==> config.mk <==
export PLATFORM = sky130hd
export DESIGN_NAME = datapath_param
export DESIGN_NICKNAME = d
export VERILOG_FILES = /design/src/rtl/datapath_param.sv
export SDC_FILE = /design/constraint.sdc
export NUM_CORES = 1
export LEC_CHECK = 0
export BUFFER_PORTS_ARGS = -buffer_cell sky130_fd_sc_hd__buf_4
export CORE_MARGIN = 2
export CORE_UTILIZATION = 55
export DETAILED_ROUTE_END_ITERATION = 8
export GPL_TIMING_DRIVEN = 0
export PLACE_DENSITY = 0.77
export SYNTH_ARGS = -nofsm -noshare
export SYNTH_HDL_FRONTEND = slang
export SYNTH_SLANG_ARGS = --single-unit
==> constraint.sdc <==
create_clock -name clk -period 6.28 [get_ports clk]
set_clock_uncertainty 0.2 [all_clocks]
set_input_delay 0.314 -clock clk [delete_from_list [all_inputs] [get_ports clk]]
set_output_delay 0.314 -clock clk [all_outputs]
set_load 0.03 [all_outputs]
==> src/rtl/datapath_param.sv <==
// rtl/datapath_param.sv - parametrised register-file / shifter / ALU datapath
//
// Purpose: NREGS x WIDTH register file with a writeback mux, A/B operand
// registers, a 1-bit shifter on B, a 4-op ALU, a C result register and a
// Z/N/V status register.
//
// Ports:
//   clk, reset            rising-edge clock, synchronous active-high reset
//   readnum, writenum     register-file read / write index
//   write, vsel           register write enable, writeback source select
//   loada, loadb          load A / B from the read port
//   shift, asel, bsel     shifter op, A-zero select, immediate-B select
//   ALUop, loadc, loads   ALU op, load C, load status flags
//   datapath_in, mdata    immediate and memory writeback data
//   pc, sximm5            program counter, 5-bit signed immediate
//   datapath_out          contents of C
//   Z_out, N_out, V_out   status flags

module datapath_param #(
  parameter int WIDTH = 16,
  parameter int NREGS = 8,
  parameter int RW    = $clog2(NREGS),
  parameter int PC_W  = 8
) (
  input  logic             clk,
  input  logic             reset,
  input  logic [RW-1:0]    readnum,
  input  logic [RW-1:0]    writenum,
  input  logic             write,
  input  logic [1:0]       vsel,
  input  logic             loada,
  input  logic             loadb,
  input  logic [1:0]       shift,
  input  logic             asel,
  input  logic             bsel,
  input  logic [1:0]       ALUop,
  input  logic             loadc,
  input  logic             loads,
  input  logic [WIDTH-1:0] datapath_in,
  input  logic [WIDTH-1:0] mdata,
  input  logic [PC_W-1:0]  pc,
  input  logic [4:0]       sximm5,
  output logic [WIDTH-1:0] datapath_out,
  output logic             Z_out,
  output logic             N_out,
  output logic             V_out
);

  localparam int MSB = WIDTH - 1;

  logic [WIDTH-1:0] regs [NREGS];
  logic [WIDTH-1:0] a_q, b_q, c_q;
  logic             z_q, n_q, v_q;

  logic [WIDTH-1:0] wb_data, rd_data, shift_out, sximm, ain, bin, alu_out;
  logic             alu_v;

  // Writeback source; pc is zero-extended.
  always_comb begin
    wb_data = '0;
    case (vsel)
      2'b00:   wb_data = c_q;
      2'b01:   wb_data = datapath_in;
      2'b10:   wb_data[PC_W-1:0] = pc;
      default: wb_data = mdata;
    endcase
  end

  // Combinational read; a same-cycle write is only visible after the edge.
  assign rd_data = regs[readnum];

  always_comb begin
    shift_out = b_q;
    case (shift)
      2'b01:   shift_out = {b_q[MSB-1:0], 1'b0};
      2'b10:   shift_out = {1'b0, b_q[MSB:1]};
      2'b11:   shift_out = {b_q[MSB], b_q[MSB:1]};
      default: shift_out = b_q;
    endcase
  end

  assign sximm = WIDTH'($signed(sximm5));
  assign ain   = asel ? '0 : a_q;
  assign bin   = bsel ? sximm : shift_out;

  always_comb begin
    alu_out = '0;
    alu_v   = 1'b0;
    case (ALUop)
      2'b00: begin
        alu_out = ain + bin;
        alu_v   = (ain[MSB] == bin[MSB]) && (alu_out[MSB] != ain[MSB]);
      end
      2'b01: begin
        alu_out = ain + ~bin + WIDTH'(1);
        alu_v   = (ain[MSB] != bin[MSB]) && (alu_out[MSB] != ain[MSB]);
      end
      2'b10:   alu_out = ain & bin;
      default: alu_out = ~bin;
    endcase
  end

  always_ff @(posedge clk) begin
    if (reset) begin
      for (int i = 0; i < NREGS; i++) regs[i] <= '0;
      a_q <= '0;
      b_q <= '0;
      c_q <= '0;
      z_q <= 1'b0;
      n_q <= 1'b0;
      v_q <= 1'b0;
    end else begin
      if (write) regs[writenum] <= wb_data;
      if (loada) a_q <= rd_data;
      if (loadb) b_q <= rd_data;
      if (loadc) c_q <= alu_out;
      if (loads) begin
        z_q <= (alu_out == '0);
        n_q <= alu_out[MSB];
        v_q <= alu_v;
      end
    end
  end

  assign datapath_out = c_q;
  assign Z_out        = z_q;
  assign N_out        = n_q;
  assign V_out        = v_q;

endmodule

==> impl_results.md <==
- Yosys reg bits: approximately 180
- Antenna violations before repair: 0
- CTS Root Cell: clkbuf_16
- Final wirelength: around 28000 um
- Global-route wire length before repair: between 40000 and 50000 um
- Post-CTS sizing: 0
- Clock transition at path regs: ~0.070 ns
- First-pass DRT Iterations: 5
- Ant. Diodes: 0
- Largest net degree at the start of global routing: 18
- CTS tree: done
- Delay-heaviest family, CP: simple AND/OR/NAND/NOR gates
- WL/cell: about 21 um
- Final Max Slew Viols: 0
- Worst EP arrival: 4.67 ns
- Most used cell, CP: clkbuf_1
- Pleak: about 4.6 nW
- Final ANT Viol Nets: 0
- Gp weighted congestion: 0.9148
- CTS max path bufs: 2
- Worst path required time: 6.45 ns
- Die ar.: about 20000 um^2
- Initial DRC count: 805
- Crit path kind: input port to flip-flop
- Cell Count, Final, Fillers Out: between 1000 and 1500
- Core area: ~18000 um^2
- Worst R2R Path Depth: 14
- Final Hold Vio Count: 0
- PD cells: 262.4 nW/um^2
- Final setup violation count: 0
- I/O pins: between 80 and 90
- Worst Path Max Fanout: 10
- Number of synthesized flops with an enable pin: 128
- Chip width: about 140 um
- RSZ-0062 raised after global routing: false
- Vias: around 8000
- Synthesized area: roughly 10000 um^2
- Worst Hold Path Cells: 3
- Max Cap Viol: 0
- Netlist cell types: between 70 and 80
- Post-Place Cells: roughly 1300
- CP endpoint kind: flip-flop
- Layout area overhead: 14.96%
- Gr usage total: 28.84%
- Via density: around 6
- Setup TNS: 0 ns
- Die extent in y: 140.0 um
- Timing-limited maximum frequency: ~220 MHz
- Max incr delay on CP: slightly above 0.5 ns
- Critical Path Source Type: input port
- DR DRC count: 0
- Clock sinks: 179
- Buffers on Ports: a little under 80
- Ys flop type: edfxtp_1
- Final nets: roughly 1200
- Htree depth: 4
- Row Count: approximately 50
- Ys async rst share: 0%
- Gate Count Post-Synth: ~980
- Clk Latency, worst-skew pair: 0.42 ns
- Status: complete, no violations
- VDD IR-drop max: approximately 200 uV
- Warnings from Yosys: 0
- Inserted Clock Buffers: 17
- Layout cells sized above 1: 15.86%
- WP depth: 17
- Initial Utilization: a little under three fifths
- WHS: roughly 0.016 ns
- Net Count, Synth: between 1000 and 1500
- Fin crit period: around 4.5 ns
- HP Class: input port to flip-flop
- Worst-path cell chain: buf_4 > clkbuf_1 > buf_2 > clkbuf_1 > o21ai_0 > a21boi_0 > inv_1 > ha_1 > or3_4 > or3_1 > a31oi_1 > o31ai_1 > or4_4 > o311ai_4 > nor2_2 > nor4b_2 > a21o_1
- Seq/Total Area, Yosys: between 40% and 50%
- Crit path buffers/inverters: 5
- Slowest stage cell, crit path: or4_4
- GRT overflow: 0
- Number of global-route vias before repair: roughly 8000
- Fin crit share: between 70% and 80%
- Detailed Place HPWL: around 20000 um
- Average size of a mapped cell: 10.37 um^2
- Worst slew pin tran: roughly 1.0 ns
- Slew headroom: around a third
## final cells by class
class,count,area [um^2]
fill,1463,6335
multi-input combinational,702,4913
sequential,179,4865
timing repair buffer,78,588.1
clock buffer,17,425.4
tap,229,286.5
buffer,65,259.0
clock inverter,15,221.5
inverter,35,131.4
## cells by family after synthesis
| kind of cell | after synthesis | synth area share (%) |
|---|---|---|
| muxes | 103 | 14.35 |
| DFF | 179 | 47.84 |
| adders and majority gates | 34 | 4.331 |
| xor gates and xnor gates | 12 | 1.034 |
| and+or+nand+nor | 368 | 16.05 |
| AOI/OAI and AO/OA | 185 | 12.56 |
| buffers and inverters | 100 | 3.839 |
## power breakdown
| group | leakage, nW | switching (mW) | internal (mW) |
|---|---|---|---|
| logic | 2.55 | 0.340 | 0.212 |
| registers | 1.74 | 0.0337 | 1.33 |
| clock network | 0.311 | 0.473 | 0.681 |
| total | 4.61 | 0.847 | 2.22 |
## cell usage in the layout (no fill, tap or decap), drive strengths merged, types with 4 or more instances in the layout
master  count
nor2      214
mux4       33
nor2b      25
nand4       4
o21ai      36
a21boi      8
nor3b       5
a21oi      40
buf        92
a211oi     46
o31ai       4
and3        5
nand2b      9
nand3      12
ha         32
nand2      61
a31oi       6
nor4        5
xor2        6
mux2i      58
clkbuf     67
o211ai      7
inv        41
edfxtp    128
mux2       12
or3         4
bufinv      4
xnor2       6
dfxtp      51
nor3       10
a211o       4
nor4b       4
## tightest hold or removal path, cell delays in order
cell and delay, ns:
buf_4 0.13, nor2_1 0.10, a211oi_1 0.05
## stage by stage
step                setup WS [ns]  instance area (um^2)  power, mW  utilization, %
floorplan                   2.230                 10170      1.748               -
global placement            1.397                 11030      1.918           61.21
detailed placement          1.425                 11030      1.926           61.21
CTS                         1.849                 11690      3.062           64.85
global route                1.458                 11690      3.175           64.85
finish                      1.782                 11690      3.068           64.85
## cells in the mapped netlist, types with 3 or more instances
cell      number  area (um^2)
xnor2_1        6        52.55
a21oi_1       40        200.2
o211ai_1       7        52.55
o21ai_1        8        40.04
buf_1          8        30.03
mux2_2        11        123.9
edfxtp_1     128         3844
a211oi_1      46        345.3
ha_1          32        400.4
nand4_1        4        25.02
a211o_1        4        35.03
mux4_2        33        743.2
a21boi_0       8        60.06
nand3_1       12        60.06
xor2_1         6        52.55
a21o_1         3        22.52
dfxtp_1       51         1021
and3_1         5        31.28
or3_1          3        18.77
clkbuf_1      50        187.7
buf_2          6        30.03
nand2b_1       9        56.30
or2_2          3        18.77
a31oi_1        6        37.54
o31ai_1        4        30.03
nor2_1       213        799.5
mux2i_1       58        580.6
nand2_1       61        229.0
o21ai_0       28        140.1
nor3_1        10        50.05
inv_1         34        127.6
nor3b_1        5        37.54
nor4_1         5        31.28
nor4b_1        3        26.28
nor2b_1       25        156.4
## sequential cells by signal, indices dropped and copies added (netlist names)
register and flops:
a_q 16, b_q 16, Z_out 1, N_out 1
regs 128, datapath_out 16, V_out 1
## repair_timing
action                                  CTS  global route
endpoints found under the setup margin    0             0
hold buffers                              1             0
setup buffers                             0             0
endpoints found under the hold margin     1             0
## path summary, 6_finish.rpt
| path | to | slack [ns] | start |
|---|---|---|---|
| worst max-delay path | Z_out$_SDFFE_PP0P_ | 1.78 | shift[1] |
| worst min-delay path | b_q[1]$_SDFFE_PP0P_ | 0.02 | loadb |
| worst max register to register | Z_out$_SDFFE_PP0P_ | 1.98 | b_q[0]$_SDFFE_PP0P_ |
| worst min register to register | V_out$_SDFFE_PP0P_ | 0.28 | V_out$_SDFFE_PP0P_ |
## routing by layer
layer | vias to the layer above | GRT usage (%) | part of all wire (%)
met3 | 49 | 4.171 | 6.6
met4 | 0 | 9.632 | 2.8
li1 | 3771 | - | -
met1 | 3907 | 37.59 | 40
met2 | 325 | 49.91 | 51
met5 | - | 0 | 0
No activity file was read; power rests on OpenSTA's default activity.
